**config.mk**
```make
export PLATFORM = sky130hd
export DESIGN_NAME = uart_rx_fifo
export DESIGN_NICKNAME = d
export VERILOG_FILES = /design/src/rtl/uart_pkg.sv /design/src/rtl/rx_pulse_sync.sv /design/src/rtl/uart_rx_fifo.sv
export SDC_FILE = /design/constraint.sdc
export NUM_CORES = 1
export LEC_CHECK = 0
export CAP_MARGIN = 5
export CORE_UTILIZATION = 35
export CTS_BUF_LIST = sky130_fd_sc_hd__clkbuf_16
export DETAILED_ROUTE_END_ITERATION = 12
export PLACE_DENSITY = 0.64
export SLEW_MARGIN = 40
export SYNTH_ARGS = -nofsm -noshare
export SYNTH_HDL_FRONTEND = slang
export SYNTH_SLANG_ARGS = --single-unit
```
**constraint.sdc**
```tcl
create_clock -name sysclk -period 2.3 [get_ports sysclk]
set_input_delay 0.46 -clock sysclk [delete_from_list [all_inputs] [get_ports sysclk]]
set_output_delay 0.46 -clock sysclk [all_outputs]
set_load 0.03 [all_outputs]
```
**src/rtl/uart_pkg.sv**
```systemverilog
// rtl/uart_pkg.sv - shared UART constants and parameter helpers
package uart_pkg;

    localparam int UART_FIFO_DEPTH = 16;
    localparam int UART_DATA_W     = 8;

    localparam logic [7:0] RXD_ADDR      = 8'h00;
    localparam logic [7:0] UART_CON_ADDR = 8'h04;

    function automatic bit is_pow2(input int n);
        return (n > 1) && ((n & (n - 1)) == 0);
    endfunction

endpackage

```
**src/rtl/rx_pulse_sync.sv**
```systemverilog
// rtl/rx_pulse_sync.sv - two-flop synchronizer plus rising-edge pulse for the receiver byte-done level
module rx_pulse_sync (
    input  logic sysclk,
    input  logic reset,
    input  logic level_i,
    output logic pulse_o
);

    logic [1:0] sync_q;
    logic       edge_q;

    always_ff @(posedge sysclk) begin
        if (reset) begin
            sync_q <= 2'b00;
            edge_q <= 1'b0;
        end else begin
            sync_q <= {sync_q[0], level_i};
            edge_q <= sync_q[1];
        end
    end

    assign pulse_o = sync_q[1] & ~edge_q;

endmodule

```
**src/rtl/uart_rx_fifo.sv**
```systemverilog
// rtl/uart_rx_fifo.sv - UART receive FIFO, first-word-fall-through; irq logic enabled by UART_RX_FIFO_IRQ_EN
module uart_rx_fifo
    import uart_pkg::*;
#(
    parameter int DEPTH     = UART_FIFO_DEPTH,
    parameter int DATA_W    = UART_DATA_W,
    parameter int IRQ_LEVEL = 1
) (
    input  logic                     sysclk,
    input  logic                     reset,
    input  logic                     rx_status,
    input  logic [DATA_W-1:0]        rx_data,
    input  logic                     pop,
    input  logic                     clr,
    output logic [DATA_W-1:0]        dout,
    output logic                     empty,
    output logic                     full,
    output logic [$clog2(DEPTH):0]   level,
    output logic                     overflow,
    output logic                     irq
);

    localparam int AW = $clog2(DEPTH);
    localparam int LW = AW + 1;

    if (!is_pow2(DEPTH) || DEPTH > 256) begin : g_bad_depth
        $error("uart_rx_fifo: DEPTH must be a power of two in 2..256");
    end
    if (IRQ_LEVEL < 1 || IRQ_LEVEL > DEPTH) begin : g_bad_irq_level
        $error("uart_rx_fifo: IRQ_LEVEL must be in 1..DEPTH");
    end

    logic              push;
    logic [DATA_W-1:0] mem_q [DEPTH];
    logic [AW-1:0]     wptr_q, wptr_d;
    logic [AW-1:0]     rptr_q, rptr_d;
    logic [LW-1:0]     level_q, level_d;
    logic              overflow_q, overflow_d;
    logic              do_pop, do_write;

    rx_pulse_sync u_sync (
        .sysclk  (sysclk),
        .reset   (reset),
        .level_i (rx_status),
        .pulse_o (push)
    );

    assign empty = (level_q == '0);
    assign full  = (level_q == LW'(DEPTH));

    // A push into a full FIFO only lands when a pop frees the head slot in the same cycle.
    always_comb begin
        wptr_d     = wptr_q;
        rptr_d     = rptr_q;
        level_d    = level_q;
        overflow_d = overflow_q;
        do_pop     = pop & ~empty;
        do_write   = 1'b0;
        if (clr) begin
            wptr_d     = '0;
            rptr_d     = '0;
            level_d    = '0;
            overflow_d = 1'b0;
            do_pop     = 1'b0;
        end else begin
            do_write = push & (~full | do_pop);
            if (push && full && !do_pop) begin
                overflow_d = 1'b1;
            end
            if (do_write) begin
                wptr_d = wptr_q + AW'(1);
            end
            if (do_pop) begin
                rptr_d = rptr_q + AW'(1);
            end
            case ({do_write, do_pop})
                2'b10:   level_d = level_q + LW'(1);
                2'b01:   level_d = level_q - LW'(1);
                default: level_d = level_q;
            endcase
        end
    end

    always_ff @(posedge sysclk) begin
        if (reset) begin
            wptr_q     <= '0;
            rptr_q     <= '0;
            level_q    <= '0;
            overflow_q <= 1'b0;
        end else begin
            wptr_q     <= wptr_d;
            rptr_q     <= rptr_d;
            level_q    <= level_d;
            overflow_q <= overflow_d;
        end
    end

    always_ff @(posedge sysclk) begin
        if (!reset && do_write) begin
            mem_q[wptr_q] <= rx_data;
        end
    end

    assign dout     = empty ? '0 : mem_q[rptr_q];
    assign level    = level_q;
    assign overflow = overflow_q;

`ifdef UART_RX_FIFO_IRQ_EN
    logic irq_q, irq_d;

    assign irq_d = (level_q >= LW'(IRQ_LEVEL)) | overflow_q;

    always_ff @(posedge sysclk) begin
        if (reset) begin
            irq_q <= 1'b0;
        end else begin
            irq_q <= irq_d;
        end
    end

    assign irq = irq_q;
`else
    assign irq = 1'b0;
`endif

endmodule
```
* Word level (Yosys, flattened, before mapping)
Memories as Yosys holds them, arrays and structs flattened. A register that Yosys moved wholly into a read port is not among the register bits.
Index checks and enable logic that the tools add are counted.
Widths: inputs -> output; s select.
** Operators by class
- Mux-type cells :: 7
- Reduce and logical (&&, ||, !) cells :: 8
- Bitwise logic cells :: 7
- Add/subtract/negate cells :: 4
- Equality and inequality tests :: 3
** Operators by type and width (count)
- $pmux 5 s2 :: 1
- $add 4x1->4 const B :: 2
- $mux 4 :: 2
- $mux 8 :: 1
- $add 5x1->5 const B :: 1
- $eq 5x5->1 const B :: 1
- $logic_not 5->1 :: 1
- $sub 5x1->5 const B :: 1
- $and 1x1->1 :: 3
- $logic_and 1x1->1 :: 3
- $mux 1 :: 3
- $not 1->1 :: 3
- $eq 2x1->1 const B :: 1
- $eq 2x2->1 const B :: 1
- $logic_not 1->1 :: 2
- $reduce_bool 2->1 :: 1
- $reduce_or 2->1 :: 1
- $or 1x1->1 :: 1
** Storage, ports and cells
- Flip-flop bits (word level) :: 17
- Output and inout port bits :: 17
- Logic and storage cells :: 36
- Bits in writable memories :: 128
- Memories kept :: 1
- Bits of input ports :: 13
** Memory list
- mem_q :: depth 16, bits a word 8, read ports 1, clocked after memory_dff 1, write ports 1, line uart_rx_fifo.sv:34 : logic [DATA_W-1:0] mem_q [DEPTH];

* Depth between registers and ports, before layout
Gate-level depths: netlist of the first run.
- Depth in word-level cells :: 9
- Gate-level depth with buffers :: 9
- Gate-level depth less buffers :: 8

* Modules after synthesis
From an unflattened synthesis of the first run, not the netlist that was laid out.
** Unflattened totals
- Cell total of the unflattened synthesis :: 326
- Area, all modules :: 5890.6 um2
** Modules (own cells, without submodules)
- uart_rx_fifo :: seq. area each 4204.0 um2, area each 5803.1 um2, times used 1, cells each 319
- rx_pulse_sync :: seq. area each 60.1 um2, area each 87.6 um2, times used 1, cells each 7

* Worst setup path after synthesis of the first run
OpenSTA, ideal clock, no wires.
- Path type :: reg2out
- Start point :: register level_q[1] (netlist: level[1])
- End point :: output dout[6]
- Slack :: -357 ps
- Stages on the path, launching flop included :: 8
- Required time :: 1840 ps
- Arrival :: 2197 ps
- Path buffers :: 3
- Cells stage by stage :: dfxtp_1 buf_6 or4_4 buf_6 nor2_1 or2_1 buf_4 o22ai_1
** Between the ends
- Longest elaborated chain between the ends :: 2
** RTL lines
- from (decl) :: line uart_rx_fifo.sv:37 : logic [LW-1:0] level_q, level_d;
- from (signal assigned) :: line uart_rx_fifo.sv:93 : level_q <= level_d;
- $logic_not 5->1 :: line uart_rx_fifo.sv:48 : assign empty = (level_q == '0);
- net empty :: line uart_rx_fifo.sv:16 : output logic empty,
- $mux 8 :: line uart_rx_fifo.sv:104 : assign dout = empty ? '0 : mem_q[rptr_q];
- to (decl) :: line uart_rx_fifo.sv:15 : output logic [DATA_W-1:0] dout,
The timed path passes the listed nets, and every way through them passes these cells.

==> results.json, run 1 <==
{
  "cp.required_ns": 1.84,
  "antenna_cells": 0,
  "setup_violations": 8,
  "globalplace.congestion": 0.831,
  "grt_max_degree": 33,
  "ant_nets": 0,
  "grt-busiest-layer": "met2",
  "wl_per_cell_microns": 18.6,
  "clock.fmax_mhz": 398,
  "yosysSeqAreaShare_pct": 71.0,
  "area_growth_pct": 27.8,
  "fin_crit_ns": 2.51,
  "period_share_pct": 109,
  "ios": 30,
  "grt_antenna_before_repair": 0,
  "clock-sinks": 149,
  "ys_warn_count": 0,
  "cts_tree": "built",
  "holdWs_ns": 0.449,
  "met2_usage_pct": 24.6,
  "cp_max_fo": 11,
  "clk_latency_ns": 0.42,
  "violations": "setup timing",
  "syn_nets": 351,
  "arrival_ns": 2.05,
  "maxCapViolCount": 0,
  "core-area_sq_um": 16700,
  "synthCells": 331,
  "vias": 3202,
  "worstSetupPathType": "reg2out",
  "drt_wl_total_mm": 11.9,
  "grt_pass1_wl_mm": 18.7,
  "routed_via_density": 5.01,
  "yosysUniqueCellTypes": 44,
  "power_density_nw_per_um2": 827,
  "drc": 0,
  "drt_iter0_markers": 187,
  "final_common_cell": "edfxtp_1",
  "synth-seq-cells": 149,
  "cts-htree-levels": 4,
  "cts-root-buf": "clkbuf_16",
  "place_worst_setup_slack_ns": -0.267,
  "ctsHoldBuffers": 0,
  "worstHoldPathType": "reg2reg",
  "cts_made_buffers": 17,
  "clk_pin_slew_worst_paths_ns": 0.06,
  "die_w_microns": 133,
  "finClkSkew_ns": 0.00713,
  "die_h_microns": 133,
  "outcome": "finished, violations left",
  "use_met3_pct": 4.41,
  "grt_pass1_vias": 3339,
  "startpoint_type": "flip-flop",
  "setup_slack_ns": -0.211,
  "track_usage_pct": 14.6,
  "std_cell_rows": 47,
  "grtUsageMet1_pct": 17.6,
  "synth_edf_count": 128,
  "avgSynthCellArea_sq_um": 18.2,
  "worst_pin_slew_ns": 0.566,
  "drv_slew": 0,
  "p_leak_nw": 2.49,
  "drive_gt1_share_pct": 36.3,
  "hold_viol": 0,
  "rsz0062_at_grt": "yes",
  "irDropWorstVdd_mv": 0.504,
  "cts_buffer_depth": 2,
  "end_kind": "primary output",
  "grt.overflow.total": 0,
  "netlist_area_sq_um": 6010,
  "synth_ff_type": "edfxtp_1",
  "first_pass_iters": 4,
  "nNetsFinal": 427,
  "start_util_pct": 36.0,
  "dp_hpwl_mm": 7.63,
  "numPortBuffers": 28,
  "relSlewSlack_pct": 62.1,
  "async_flop_share_pct": 0,
  "die-area_sq_um": 17700,
  "final_cell_mix": "edfxtp_1, buf_4, mux4_2"
}
==> area by class of cell <==
class | count | area, sq um
multi-input cells | 162 | 1760
repair buffers | 73 | 702
inverters | 4 | 15.0
clock inverters | 14 | 224
flip-flops and latches | 149 | 4280
clock buffers | 17 | 425
fillers | 1419 | 9020
well taps | 220 | 275
==> per-stage QoR <==
stage	util [%]	cells	power, W	instance area, sq um	TNS [ns]
4_1_cts	45.6	636	0.00640	7610	-1.81
3_3_place_gp	41.0	601	0.00335	6850	-0.197
2_1_floorplan	-	331	0.00320	6050	-0.00459
6_report	46.0	639	0.00635	7680	-1.57
5_1_grt	46.0	639	0.00655	7680	-2.14
3_5_place_dp	41.0	601	0.00335	6850	-0.279
==> report_power, final <==
| part | leakage [nW] | switching (W) | internal (W) | total, W |
|---|---|---|---|---|
| sequential | 1.32 | 0.00000993 | 0.00294 | 0.00295 |
| combinational | 0.858 | 0.000205 | 0.000183 | 0.000388 |
| clock | 0.310 | 0.00108 | 0.00193 | 0.00302 |
| total | 2.49 | 0.00130 | 0.00505 | 0.00635 |
==> what timing repair did <==
item | in CTS | in global routing
gates cloned | 0 | 0
endpoints found under the setup margin | 9 | 9
setup buffers | 4 | 3
pin swaps | 4 | 4
gates resized for setup | 21 | 9
==> path summary, 6_finish.rpt <==
| check | start | endpoint | slack (ns) | cells after the start |
|---|---|---|---|---|
| min reg2reg | u_sync.sync_q[0]$_SDFF_PP0_ | u_sync.sync_q[1]$_SDFF_PP0_ | 0.45 | 1 |
| max | flip-flop | dout[1] | -0.21 | 5 |
| max reg2reg | level[0]$_SDFFE_PP0P_ | level[4]$_SDFFE_PP0P_ | 0.01 | 9 |
| min | u_sync.sync_q[0]$_SDFF_PP0_ | u_sync.sync_q[1]$_SDFF_PP0_ | 0.45 | 1 |
==> Yosys cell counts, drive strengths merged (2+ instances only) <==
cell | n | area, sq um
o22ai | 9 | 56.3
nand2 | 7 | 26.3
edfxtp | 128 | 3840
o211ai | 3 | 36.3
or3 | 4 | 25.0
mux2i | 21 | 210
o21ai | 5 | 40.0
buf | 12 | 75.1
ha | 7 | 87.6
xor2 | 4 | 35.0
nor2b | 4 | 25.0
xnor2 | 2 | 17.5
or2 | 2 | 12.5
nand2b | 3 | 18.8
clkbuf | 4 | 15.0
nor3b | 2 | 15.0
dfxtp | 21 | 420
nor3 | 3 | 15.0
nand3 | 5 | 25.0
nand3b | 2 | 15.0
a31oi | 2 | 12.5
mux4 | 32 | 721
inv | 4 | 15.0
nor2 | 30 | 113
a211oi | 2 | 20.0
a21oi | 3 | 15.0
==> kinds of logic after synthesis <==
| kind of cell | count (synthesis) | synth area share (%) |
|---|---|---|
| compound gates | 29 | 3.69 |
| xor+xnor | 6 | 0.874 |
| fa+ha+maj | 7 | 1.46 |
| buf+inv | 20 | 1.75 |
| flops | 149 | 71.0 |
| mux | 54 | 15.7 |
| other cells | 1 | 0.0624 |
| simple gates | 65 | 5.48 |
==> metal layers <==
layer	vias up	routed length, microns
li1	1473	-
met1	1623	4790
met2	93	6140
met3	13	792
met4	0	171
met5	-	0
==> flip-flops by register name, indices dropped and copies added, names as in the netlist, named ones only <==
name,flops
mem_q,128
level,5
rptr_q,4
wptr_q,4
u_sync.sync_q,2
overflow,1
u_sync.edge_q,1
==> critical path, stage by stage (launching register included) <==
cell and delay, ns:
dfxtp_4 0.40, buf_12 0.17, mux4_2 0.53, mux2i_2 0.21, o22ai_2 0.15, buf_6 0.17
Note: power is estimated with default switching activity, not from simulation.
==> run 2: changes to the inputs <==
- CAP_MARGIN: 5 -> unset
- DONT_BUFFER_PORTS: unset -> 1
- PLACE_DENSITY: 0.64 -> 0.62
==> results.json, run 2 (synthesis gave the netlist of run 1 again) <==
{
  "final_common_cell": "edfxtp_1",
  "r2r-start": "level[0]$_SDFFE_PP0P_",
  "grt_pass1_wl_mm": 18.5,
  "largest_reg_flops": 128,
  "core-area_sq_um": 16700,
  "crit_path_top_delay_cell": "mux4_2",
  "fin_crit_ns": 2.51,
  "seq_area_sq_um": 4280,
  "wl_per_cell_microns": 19.4,
  "rsz0062_at_grt": "yes",
  "crit_path_max_incr_delay_ns": 0.52,
  "drive_gt1_share_pct": 34.2,
  "first_pass_iters": 4,
  "die_h_microns": 133,
  "startpoint_type": "flip-flop",
  "irDropWorstVdd_mv": 0.534,
  "drt_iter0_markers": 183,
  "post_cts_buffers": 0,
  "clock.fmax_mhz": 398,
  "ctsHoldBuffers": 0,
  "power_w": 0.00577,
  "die-area_sq_um": 17700,
  "clk_pin_slew_worst_paths_ns": 0.05,
  "setup_slack_ns": -0.212,
  "period_share_pct": 109,
  "crit_chain": "buf_12 -> mux4_2 -> mux2i_2 -> o22ai_1 -> buf_4",
  "violations": "setup timing",
  "track_usage_pct": 14.4,
  "cp_max_fo": 12,
  "multi_input_area_sq_um": 1740,
  "cts_made_buffers": 17,
  "top_register": "mem_q",
  "holdWs_ns": 0.117,
  "drt_wl_total_mm": 11.7,
  "grt.overflow.total": 0,
  "end_kind": "primary output",
  "cts_buffer_depth": 2,
  "antenna_cells": 0,
  "routed_via_density": 5.08,
  "setup_violations": 8,
  "worst-r2r-setup-slack_ns": 0.09,
  "globalplace.congestion": 0.776,
  "worstHoldStart": "reset",
  "worstSetupPathType": "reg2out",
  "clock-sinks": 149,
  "numPortBuffers": 0,
  "drc": 0,
  "final_cell_mix": "edfxtp_1, mux4_2, buf_4",
  "cp.required_ns": 1.84,
  "cts-root-buf": "clkbuf_16",
  "p_leak_nw": 2.31,
  "cts-htree-levels": 4,
  "clk_latency_ns": 0.41,
  "r2r_cells": 8,
  "grt_max_degree": 33,
  "dp_hpwl_mm": 7.62,
  "ios": 30,
  "grt_pass1_vias": 3183,
  "nNetsFinal": 396,
  "power_density_nw_per_um2": 796,
  "die_w_microns": 133,
  "drv_slew": 0,
  "worst_pin_slew_ns": 0.726,
  "cts_tree": "built",
  "maxCapViolCount": 0,
  "finClkSkew_ns": 0.0106,
  "outcome": "finished, violations left",
  "hold_viol": 0,
  "vias": 3079,
  "hold_path_depth": 1,
  "ant_nets": 0,
  "arrival_ns": 2.05,
  "worstHoldPathType": "in2reg",
  "area_growth_pct": 20.6,
  "grt_antenna_before_repair": 0,
  "relSlewSlack_pct": 51.4,
  "std_cell_rows": 47,
  "start_util_pct": 36.0,
  "nFillCells": 1472
}
[run 2: changes by cell type in the layout (fill, tap and decap cells not counted), sizes merged]
cell,before,now
buf,55,42
clkdlybuf4s50,18,0
clkinv,3,4
bufinv,5,2
[run 2: timing repair]
| action | in CTS | in global routing |
|---|---|---|
| cloned | 1 | 0 |
| resized for setup | 13 | 8 |
| endpoints found under the setup margin | 8 | 10 |
| pin swaps | 1 | 1 |
[run 2: power by group]
group / internal [W] / switching, W
sequential: 0.00294 / 0.0000106
clock: 0.00156 / 0.000979
combinational: 0.000128 / 0.000153
[run 2: metrics by stage]
stage / instance area (sq um) / TNS, ns / std cells / utilization [%] / setup WS [ns]
6_report: 7250 / -1.25 / 606 / 43.4 / -0.212
5_1_grt: 7250 / -1.97 / 606 / 43.4 / -0.273
4_1_cts: 7210 / -1.67 / 606 / 43.1 / -0.242
3_5_place_dp: 6580 / 0 / 576 / 39.4 / 0.0407
3_3_place_gp: 6580 / 0 / 576 / 39.4 / 0.0498
2_1_floorplan: 6050 / -0.00459 / 331 / - / -0.00459
[run 2: worst max-delay path, delay by kind of cell, from the launching register on]
family,cells,cell delay [ns]
mux,2,0.74
flops,1,0.41
buf+inv,2,0.36
compound gates,1,0.12
[run 2: cell type report]
type / count / share of cell area [%]
clock buffer: 17 / 5.87
tap: 220 / 3.80
inverter: 4 / 0.207
multi-input combinational: 162 / 24.0
sequential: 149 / 59.1
timing repair buffer: 42 / 5.46
clock inverter: 12 / 1.64
[run 2: final timing paths]
check / endpoint
worst max-delay path: dout[5]
worst min-delay path: u_sync.sync_q[0]$_SDFF_PP0_
worst max register to register: level[4]$_SDFFE_PP0P_
worst min register to register: u_sync.sync_q[1]$_SDFF_PP0_
[run 2: layer usage]
metal	track usage, %	part of all wire (%)	vias up
li1	-	-	1406
met1	17.9	43	1592
met5	0	0	-
met2	24.0	51	67
met4	3.90	1.2	0
met3	4.52	4.9	14
==> run 3: changes to the inputs <==
- GPL_ROUTABILITY_DRIVEN: unset -> 0
- GPL_TIMING_DRIVEN: unset -> 0
==> results.json, run 3 (synthesis gave the netlist of run 1 again) <==
{
  "outcome": "finished, violations left",
  "violations": "setup timing",
  "clk_latency_ns": 0.41,
  "cts_made_buffers": 17,
  "ant_nets": 0,
  "arrival_ns": 2.10,
  "cp_max_fo": 8,
  "power_density_nw_per_um2": 819,
  "worstSetupPathType": "reg2out",
  "drt_iter0_markers": 188,
  "antenna_cells": 0,
  "grt_pass1_wl_mm": 18.3,
  "nFillCells": 1449,
  "worstHoldPathType": "in2reg",
  "final_common_cell": "edfxtp_1",
  "grt_pass1_vias": 3188,
  "finClkSkew_ns": 0.00739,
  "dp_hpwl_mm": 7.47,
  "first_pass_iters": 4,
  "cts-root-buf": "clkbuf_16",
  "final_cell_mix": "edfxtp_1, mux4_2, clkbuf_16",
  "ctsHoldBuffers": 0,
  "cts_buffer_depth": 2,
  "final_util_pct": 44.5,
  "p_leak_nw": 2.25,
  "startpoint_type": "flip-flop",
  "relSlewSlack_pct": 59.5,
  "clock.fmax_mhz": 390,
  "end_kind": "primary output",
  "setup_violations": 65,
  "routed_via_density": 5.14,
  "drv_slew": 0,
  "period_share_pct": 112,
  "drc": 0,
  "die-area_sq_um": 17700,
  "stdcell_count": 592,
  "rsz0062_at_grt": "yes",
  "std_cell_rows": 47,
  "core-area_sq_um": 16700,
  "cts-htree-levels": 4,
  "clock-sinks": 149,
  "nNetsFinal": 379,
  "drive_gt1_share_pct": 37.4,
  "grt_max_degree": 17,
  "worst_pin_slew_ns": 0.607,
  "track_usage_pct": 14.4,
  "maxCapViolCount": 0,
  "largest_reg_flops": 128,
  "grt_antenna_before_repair": 0,
  "hold_viol": 0,
  "die_h_microns": 133,
  "vias": 3044,
  "dp.cells": 551,
  "irDropWorstVdd_mv": 0.512,
  "grt.overflow.total": 0,
  "place_worst_setup_slack_ns": -0.331,
  "cp.required_ns": 1.84,
  "top_register": "mem_q",
  "cts_tree": "built",
  "die_w_microns": 133,
  "setup_slack_ns": -0.265,
  "drt_wl_total_mm": 11.6,
  "clk_pin_slew_worst_paths_ns": 0.06,
  "start_util_pct": 36.0,
  "ios": 30,
  "area_growth_pct": 23.7,
  "fin_crit_ns": 2.56,
  "numPortBuffers": 0,
  "wl_per_cell_microns": 19.7
}
## run 3: cell types whose count changed in the layout (fill, tap and decap cells not counted), sizes merged
| cell | previous run | this run |
|---|---|---|
| clkbuf | 17 | 23 |
| buf | 42 | 19 |
| inv | 8 | 10 |
| bufinv | 2 | 4 |
| clkinvlp | 2 | 3 |
| clkinv | 4 | 2 |
## run 3: critical path, cell delays in order, from the launching register on
cell,delay [ns]
dfxtp_4,0.41
or4_4,0.58
nor2_4,0.24
or2_4,0.18
buf_12,0.15
o22ai_4,0.13
## run 3: final cells by class
type | instances | area (sq um) | area share (%)
inverters | 4 | 18.8 | 0.253
clock buffers | 17 | 425 | 5.72
well taps | 220 | 275 | 3.70
plain buffers | 15 | 146 | 1.97
flip-flops and latches | 149 | 4280 | 57.6
repair buffers | 10 | 87.6 | 1.18
multi-input cells | 162 | 2010 | 27.0
clock inverters | 15 | 189 | 2.54
## run 3: routing by layer
layer  global-route usage (%)  vias to the layer above  wire length, microns
li1                         -                     1386                     -
met1                     17.1                     1585                  4910
met4                     4.66                        0                   146
met5                        0                        -                     0
met3                     5.10                       13                   513
met2                     24.4                       60                  6080
## run 3: worst paths after layout
kind,from,end,slack [ns],cells past startpoint
setup reg to reg,level[3]$_SDFFE_PP0P_,mem_q[2][2]$_DFFE_PP_,-0.05,5
setup / recovery,level[0]$_SDFFE_PP0P_,dout[6],-0.26,5
hold / removal,reset,u_sync.edge_q$_SDFF_PP0_,0.11,1
hold reg to reg,u_sync.sync_q[0]$_SDFF_PP0_,u_sync.sync_q[1]$_SDFF_PP0_,0.44,1
## run 3: what timing repair did
| item | in CTS | in global routing |
|---|---|---|
| setup endpoints to repair | 67 | 99 |
| setup buffers | 5 | 5 |
| pin swaps | 7 | 5 |
| resized for setup | 47 | 33 |
## run 3: report_power, final
part,internal [W],switching [W],leakage [nW],total [W]
clock,0.00181,0.00103,0.307,0.00284
sequential,0.00294,0.0000182,1.32,0.00296
combinational,0.000129,0.000167,0.621,0.000297
## run 3: metrics by stage
step | setup TNS, ns | total power (W) | instance area, sq um | hold WS (ns)
2_1_floorplan | -0.00459 | 0.00320 | 6050 | 0.414
3_3_place_gp | -16.58 | 0.00323 | 6330 | 0.428
3_5_place_dp | -10.76 | 0.00324 | 6350 | 0.426
4_1_cts | -2.96 | 0.00613 | 7210 | 0.0929
5_1_grt | -14.55 | 0.00628 | 7430 | 0.0892
6_report | -3.37 | 0.00609 | 7430 | 0.115
